[src/rtl/sys_ctrl_rx.sv]
// sys_ctrl_rx: RX-side command-frame decoder of the system controller.
// Ports: CLK, rst (sync, active-high), RX_P_Data/RX_D_VLD byte input,
//   Rd_data_valid/ALU_OUT_valid completions, Address/WrEn/RdEn/WrData
//   to the register file, ALU_EN/ALU_FUN/CLK_GATE_EN to the ALU,
//   Frame_Err timeout pulse.
// Option: define FRAME_TIMEOUT_EN to abort stalled frames after
//   TIMEOUT_CYCLES idle cycles; otherwise Frame_Err is always 0.
module sys_ctrl_rx #(
  parameter int DATA_WIDTH     = 8,
  parameter int ADDR_WIDTH     = 4,
  parameter int ALU_FUN_WIDTH  = 4,
  parameter int TIMEOUT_CYCLES = 1024
) (
  input  logic                     CLK,
  input  logic                     rst,
  input  logic [DATA_WIDTH-1:0]    RX_P_Data,
  input  logic                     RX_D_VLD,
  input  logic                     Rd_data_valid,
  input  logic                     ALU_OUT_valid,
  output logic [ADDR_WIDTH-1:0]    Address,
  output logic                     WrEn,
  output logic                     RdEn,
  output logic [DATA_WIDTH-1:0]    WrData,
  output logic                     ALU_EN,
  output logic [ALU_FUN_WIDTH-1:0] ALU_FUN,
  output logic                     CLK_GATE_EN,
  output logic                     Frame_Err
);

  if (TIMEOUT_CYCLES < 2) begin : g_bad_tmo
    $error("TIMEOUT_CYCLES must be at least 2");
  end
  if (ADDR_WIDTH > DATA_WIDTH ||
      ALU_FUN_WIDTH > DATA_WIDTH) begin : g_bad_w
    $error("address/function width exceeds byte width");
  end

  localparam logic [DATA_WIDTH-1:0] CMD_WR  = DATA_WIDTH'(8'hAA);
  localparam logic [DATA_WIDTH-1:0] CMD_RD  = DATA_WIDTH'(8'hBB);
  localparam logic [DATA_WIDTH-1:0] CMD_ALU = DATA_WIDTH'(8'hCC);
  localparam logic [DATA_WIDTH-1:0] CMD_FUN = DATA_WIDTH'(8'hDD);

  typedef enum logic [3:0] {
    S_IDLE,
    S_WR_ADDR,
    S_WR_DATA,
    S_RD_ADDR,
    S_RD_WAIT,
    S_ALU_OPA,
    S_ALU_OPB,
    S_ALU_FUN,
    S_ALU_WAIT
  } state_t;

  state_t state;
  logic   tmo;

`ifdef FRAME_TIMEOUT_EN
  localparam int CW = $clog2(TIMEOUT_CYCLES + 1);

  logic [CW-1:0] cnt;
  logic          timed;

  always_comb begin
    timed = state inside {S_WR_ADDR, S_WR_DATA, S_RD_ADDR,
                          S_ALU_OPA, S_ALU_OPB, S_ALU_FUN};
  end

  // Fires on the edge that would make cnt equal TIMEOUT_CYCLES.
  assign tmo = timed && !RX_D_VLD &&
               (cnt == CW'(TIMEOUT_CYCLES - 1));

  always_ff @(posedge CLK) begin
    if (rst || RX_D_VLD || !timed)
      cnt <= '0;
    else
      cnt <= cnt + 1'b1;
  end
`else
  assign tmo = 1'b0;
`endif

  always_ff @(posedge CLK) begin
    if (rst) begin
      state       <= S_IDLE;
      Address     <= '0;
      WrData      <= '0;
      ALU_FUN     <= '0;
      WrEn        <= 1'b0;
      RdEn        <= 1'b0;
      ALU_EN      <= 1'b0;
      CLK_GATE_EN <= 1'b0;
      Frame_Err   <= 1'b0;
    end else begin
      WrEn      <= 1'b0;
      RdEn      <= 1'b0;
      ALU_EN    <= 1'b0;
      Frame_Err <= 1'b0;
      if (tmo) begin
        state       <= S_IDLE;
        Frame_Err   <= 1'b1;
        CLK_GATE_EN <= 1'b0;
      end else begin
        unique case (state)
          S_IDLE: if (RX_D_VLD) begin
            case (RX_P_Data)
              CMD_WR:  state <= S_WR_ADDR;
              CMD_RD:  state <= S_RD_ADDR;
              CMD_ALU: state <= S_ALU_OPA;
              CMD_FUN: begin
                state       <= S_ALU_FUN;
                CLK_GATE_EN <= 1'b1;
              end
              default: state <= S_IDLE;
            endcase
          end
          S_WR_ADDR: if (RX_D_VLD) begin
            Address <= RX_P_Data[ADDR_WIDTH-1:0];
            state   <= S_WR_DATA;
          end
          S_WR_DATA: if (RX_D_VLD) begin
            WrData <= RX_P_Data;
            WrEn   <= 1'b1;
            state  <= S_IDLE;
          end
          S_RD_ADDR: if (RX_D_VLD) begin
            Address <= RX_P_Data[ADDR_WIDTH-1:0];
            RdEn    <= 1'b1;
            state   <= S_RD_WAIT;
          end
          S_RD_WAIT: if (Rd_data_valid) begin
            state <= S_IDLE;
          end
          S_ALU_OPA: if (RX_D_VLD) begin
            Address <= '0;
            WrData  <= RX_P_Data;
            WrEn    <= 1'b1;
            state   <= S_ALU_OPB;
          end
          S_ALU_OPB: if (RX_D_VLD) begin
            Address     <= ADDR_WIDTH'(1);
            WrData      <= RX_P_Data;
            WrEn        <= 1'b1;
            state       <= S_ALU_FUN;
            CLK_GATE_EN <= 1'b1;
          end
          S_ALU_FUN: if (RX_D_VLD) begin
            ALU_FUN <= RX_P_Data[ALU_FUN_WIDTH-1:0];
            ALU_EN  <= 1'b1;
            state   <= S_ALU_WAIT;
          end
          S_ALU_WAIT: if (ALU_OUT_valid) begin
            state       <= S_IDLE;
            CLK_GATE_EN <= 1'b0;
          end
          default: state <= S_IDLE;
        endcase
      end
    end
  end

endmodule

[config.mk]
export PLATFORM = sky130hd
export DESIGN_NAME = sys_ctrl_rx
export DESIGN_NICKNAME = d
export VERILOG_FILES = /design/src/rtl/sys_ctrl_rx.sv
export SDC_FILE = /design/constraint.sdc
export NUM_CORES = 1
export LEC_CHECK = 0
export CELL_PAD_IN_SITES_DETAIL_PLACEMENT = 0
export CELL_PAD_IN_SITES_GLOBAL_PLACEMENT = 1
export CORE_MARGIN = 10
export CORE_UTILIZATION = 37
export CTS_CLUSTER_SIZE = 16
export DETAILED_ROUTE_END_ITERATION = 10
export GPL_TIMING_DRIVEN = 0
export PLACE_DENSITY_LB_ADDON = 0.1
export SYNTH_ARGS = -nofsm -noshare
export SYNTH_HDL_FRONTEND = slang
export SYNTH_SLANG_ARGS = --single-unit
[constraint.sdc]
create_clock -name CLK -period 2.1 [get_ports CLK]
set_input_delay 0.42 -clock CLK [delete_from_list [all_inputs] [get_ports CLK]]
set_output_delay 0.42 -clock CLK [all_outputs]
set_load 0.1 [all_outputs]
Word-level counts from Yosys, hierarchy flattened
Index checks and enable logic that the tools add are counted.
{"block": "op_classes", "bitwise_logic": 3, "eq_ne": 23, "reduce_logical": 13, "n_mux": 20}
{"operator": "4-bit 2-to-1 mux", "count": 11}
{"operator": "4-bit case mux with 9 select lines", "count": 1}
{"operator": "8-bit == test, second input constant", "count": 4}
{"operator": "2-bit inequality test, second input constant", "count": 9}
{"operator": "4-bit by 3-bit == test with 1-bit output, second input constant", "count": 4}
{"operator": "3-bit case mux with 4 select lines", "count": 1}
{"operator": "4-bit case mux with 3 select lines", "count": 1}
{"operator": "9-bit AND reduction", "count": 1}
{"operator": "4-bit by 2-bit == test with 1-bit output, second input constant", "count": 2}
{"operator": "2-bit OR reduction", "count": 4}
{"operator": "3-bit nonzero test", "count": 2}
{"operator": "1-bit 2-to-1 mux", "count": 5}
{"operator": "5-bit AND reduction", "count": 1}
{"operator": "4-bit by 1-bit == test with 1-bit output, second input constant", "count": 1}
{"operator": "4-bit == test, second input constant", "count": 1}
{"operator": "4-bit logical NOT", "count": 1}
{"operator": "2-bit by 1-bit inequality test with 1-bit output, second input constant", "count": 2}
{"operator": "2-bit AND reduction", "count": 2}
{"operator": "4-bit AND reduction", "count": 1}
{"operator": "1-bit inverter", "count": 3}
{"operator": "1-bit case mux with 3 select lines", "count": 1}
{"operator": "3-bit OR reduction", "count": 1}
{"block": "totals", "reg_bits": 24, "wordCells": 67}

Logic depth before layout (Yosys ltp)
{"block": "logic_depth", "word_depth": 4, "mapped_depth": 5, "mapped_depth_nobuf": 4}

Worst setup path before layout
OpenSTA, ideal clock, no wires.
{"block": "synth_timing", "path_kind": "reg-to-output", "from": "register Address[0]", "to": "output port Address[0]", "path_stages_with_launch": 1, "required_ns": 1.680, "setup_slack_ns": 0.755, "path_buffers": 0, "t_arrival_ns": 0.925, "cell_sequence": "dfxtp_1"}
{"item": "start: declaration", "line_no": "20", "text": "output logic [ADDR_WIDTH-1:0] Address,"}
{"item": "start signal: assignment", "line_no": "118", "text": "Address <= RX_P_Data[ADDR_WIDTH-1:0];"}
{"item": "start signal: assignment", "line_no": "127", "text": "Address <= RX_P_Data[ADDR_WIDTH-1:0];"}
No word-level cell between the ends.

Worst setup path in the final report
{"block": "layout_timing", "from": "register ALU_FUN[3]", "to": "output port ALU_FUN[3]"}
{"item": "start: declaration", "line_no": "25", "text": "output logic [ALU_FUN_WIDTH-1:0] ALU_FUN,"}
{"item": "start signal: assignment", "line_no": "148", "text": "ALU_FUN <= RX_P_Data[ALU_FUN_WIDTH-1:0];"}
No word-level cell between the ends.

==> impl_metrics.yaml <==
final_layout:
  final_cell_mix: "dfxtp_1 (24), dlygate4sd2_1 (20), nor2_1 (19), mux2i_1 (13), clkdlybuf4s50_1 (11)"
  final_common_cell: "dfxtp_1"
  antennaDiodeCount: 0
  syn_to_final_growth_pct: 32.9
  final_util_pct: 51.0
  drive_gt1_share_pct: 10.7
  finish.instance_area_mm2: 0.00153
  nets: 173
placed_design:
  place_ws_ps: 98.5
  dp_hpwl_mm: 2.35
  numPortBuffers: 31
  gp_congestion: 0.880
  placed_cell_area_mm2: 0.00150
clock_tree:
  tritoncts: "yes"
  clockBufferDepth: 2
  root_buffer: "clkbuf_4"
  cts_hold_buf: 0
  post-cts-setup-buffers: 0
  clkLatencyLatePin_ps: 320
  cts.sinks: 24
  ctsResizeCount: 20
  htreeDepth: 1
  cts_made_buffers: 3
  clk_pin_slew_ps: 140
synth:
  async_flop_share_pct: 0
  avgSynthCellArea_um2: 9.28
  synth.top_cell.area_share_pct: 41.7
  netlist-cell-type-count: 41
  yosysSeqAreaShare_pct: 41.7
  synth_cells: 124
  synthTopCellsByArea: "dfxtp_1 (42%), mux2i_1 (11%), nor2_1 (6.2%)"
  ys.flop_type: "dfxtp_1"
  synthesis.nets: 137
  synth_area_leader_cell: "dfxtp_1"
  netlist_area_mm2: 0.00115
  synth-seq-cells: 24
  ys_warn_count: 0
  synth_edf_count: 0
worst_setup_path:
  cpMaxStageDelayCell: "dlygate4sd2_1"
  critPathMaxStageDelay_ps: 860
  worst-setup-path-type: "reg2out"
  cp.depth: 1
  endpoint_kind: "primary output"
  path_delay_family: "buffers and inverters"
  crit_fanout: 2
  path_buf_inv: 1
  arrival_ps: 1550
  cp.required_ps: 1680
  r2r_cells: 4
  reg2reg_setup_slack_ps: 680
  cp-start-kind: "flop"
  path_cells: "dlygate4sd2_1"
global_route:
  grt_max_degree: 15
  grt_pass1_vias: 1054
  antenna_found_initial: 0
  grt_overflow: 0
  grt_pass1_wl_mm: 5.02
  grt.total_usage_pct: 11.4
die:
  die_h_um: 75.8
  die_w_um: 75.8
  fp.dieArea_mm2: 0.00574
  rows: 20
  pin_count: 34
  start_util_pct: 38.3
  core-area_mm2: 0.00300
drt:
  dr.pass1.iters: 4
  wl_met2_mm: 1.42
  drt_iter0_markers: 60
  drtAntennaViolNets: 0
  drt-met1-wl_mm: 1.30
  vias_per_cell: 5.33
  wl_mm: 3.00
  remaining_drc_errors: 0
  wire_per_inst_um: 15.6
  highest_layer: "met4"
  num_vias: 1023
  dr_wl_met3_um: 239
pwr:
  ir_drop_uv: 295
  p_per_area_mw_per_mm2: 573
  p_int_mw: 0.682
  finalPower_mw: 0.877
  pwr-share-clk_pct: 39.2
  p_leak_nw: 0.691
  switching_share_pct: 22.3
  seq_power_share_pct: 52.1
  p_comb_share_pct: 8.7
  power.switching_mw: 0.196
sta:
  fin_crit_sh_pct: 93.9
  setup-tns-final_ps: 0
  worst_clock_skew_ps: 0.726
  fmax_mhz: 507
  hold_viol_final: 0
  fin_crit_ps: 1970
  finalSetupViolCount: 0
  rsz0062_at_grt: "no"
  drv_slew: 0
  fin_ws_ps: 129
  slew_headroom_pct: 35.2
  tightest_slew_ps: 975
worst_hold_path:
  holdCritPathClass: "in2reg"
  min_path_cells: 2
run:
  max_cap_viol_count: 0
outcome:
  status: "completed"
-- through the flow --
step	instances	hold WS, ps
4_1_cts	192	412
5_1_grt	192	466
3_3_place_gp	188	440
2_1_floorplan	124	531
3_5_place_dp	188	448
6_report	192	409
-- cell type report --
class	instances	area (µm²)
fillers	309	1470
well taps	33	41.3
flip-flops and latches	24	480
clock inverters	1	30.0
plain buffers	7	48.8
repair buffers	31	285
multi-input cells	91	614
clock buffers	3	22.5
inverters	2	7.51
-- final timing paths --
check	endpoint	startpoint
setup reg to reg	WrData[0]	state[3]
hold reg to reg	Address[1]	Address[1]
hold / removal	WrEn	rst
setup / recovery	ALU_FUN[3]	ALU_FUN[3]
-- layer usage --
layer / GRT usage, % / up-vias
li1: - / 502
met1: 14.0 / 483
met2: 17.9 / 31
met3: 4.30 / 7
met4: 3.71 / 0
met5: 0 / -
-- power groups by stage --
stage                     Combinational, mW  Clock [mW]  Sequential (mW)
final                                0.0766       0.344            0.457
after global routing                 0.0837       0.372            0.458
after CTS                            0.0769       0.354            0.457
after detailed placement             0.0769           0            0.467
after global placement               0.0759           0            0.467
after floorplan                      0.0350           0            0.472
-- state kept, by name (all words and copies together), names as in the netlist --
name	cells
WrData	8
ALU_FUN	4
Address	4
state	4
ALU_EN	1
CLK_GATE_EN	1
RdEn	1
WrEn	1
-- worst register-to-register path, delay by kind of cell (launching register included) --
kind             cells  cell delay [ps]
flip-flops           1              410
AND/OR/NAND/NOR      2              300
AO/OA/AOI/OAI        1              360
multiplexers         1              250
-- cell families after synthesis --
logic type | count (synthesis) | synth area share, %
AND/OR/NAND/NOR | 51 | 24.8
buffers and inverters | 9 | 4.89
flip-flops | 24 | 41.7
XOR/XNOR | 2 | 1.52
AO/OA/AOI/OAI | 24 | 15.4
multiplexers | 13 | 11.3
other | 1 | 0.326
-- synth_stat cells (2+ instances only) --
cell and count:
dfxtp_1 24, nand2b_1 3, nand3_1 3, inv_1 2, nor2_1 19, a211oi_1 2
nand2_1 10, a21oi_1 5, mux2i_1 13, clkbuf_1 3, and2b_1 2, buf_6 2
o21ai_0 4, xnor2_1 2, o21a_1 3, buf_4 2
No activity file was read; power rests on OpenSTA's default activity.
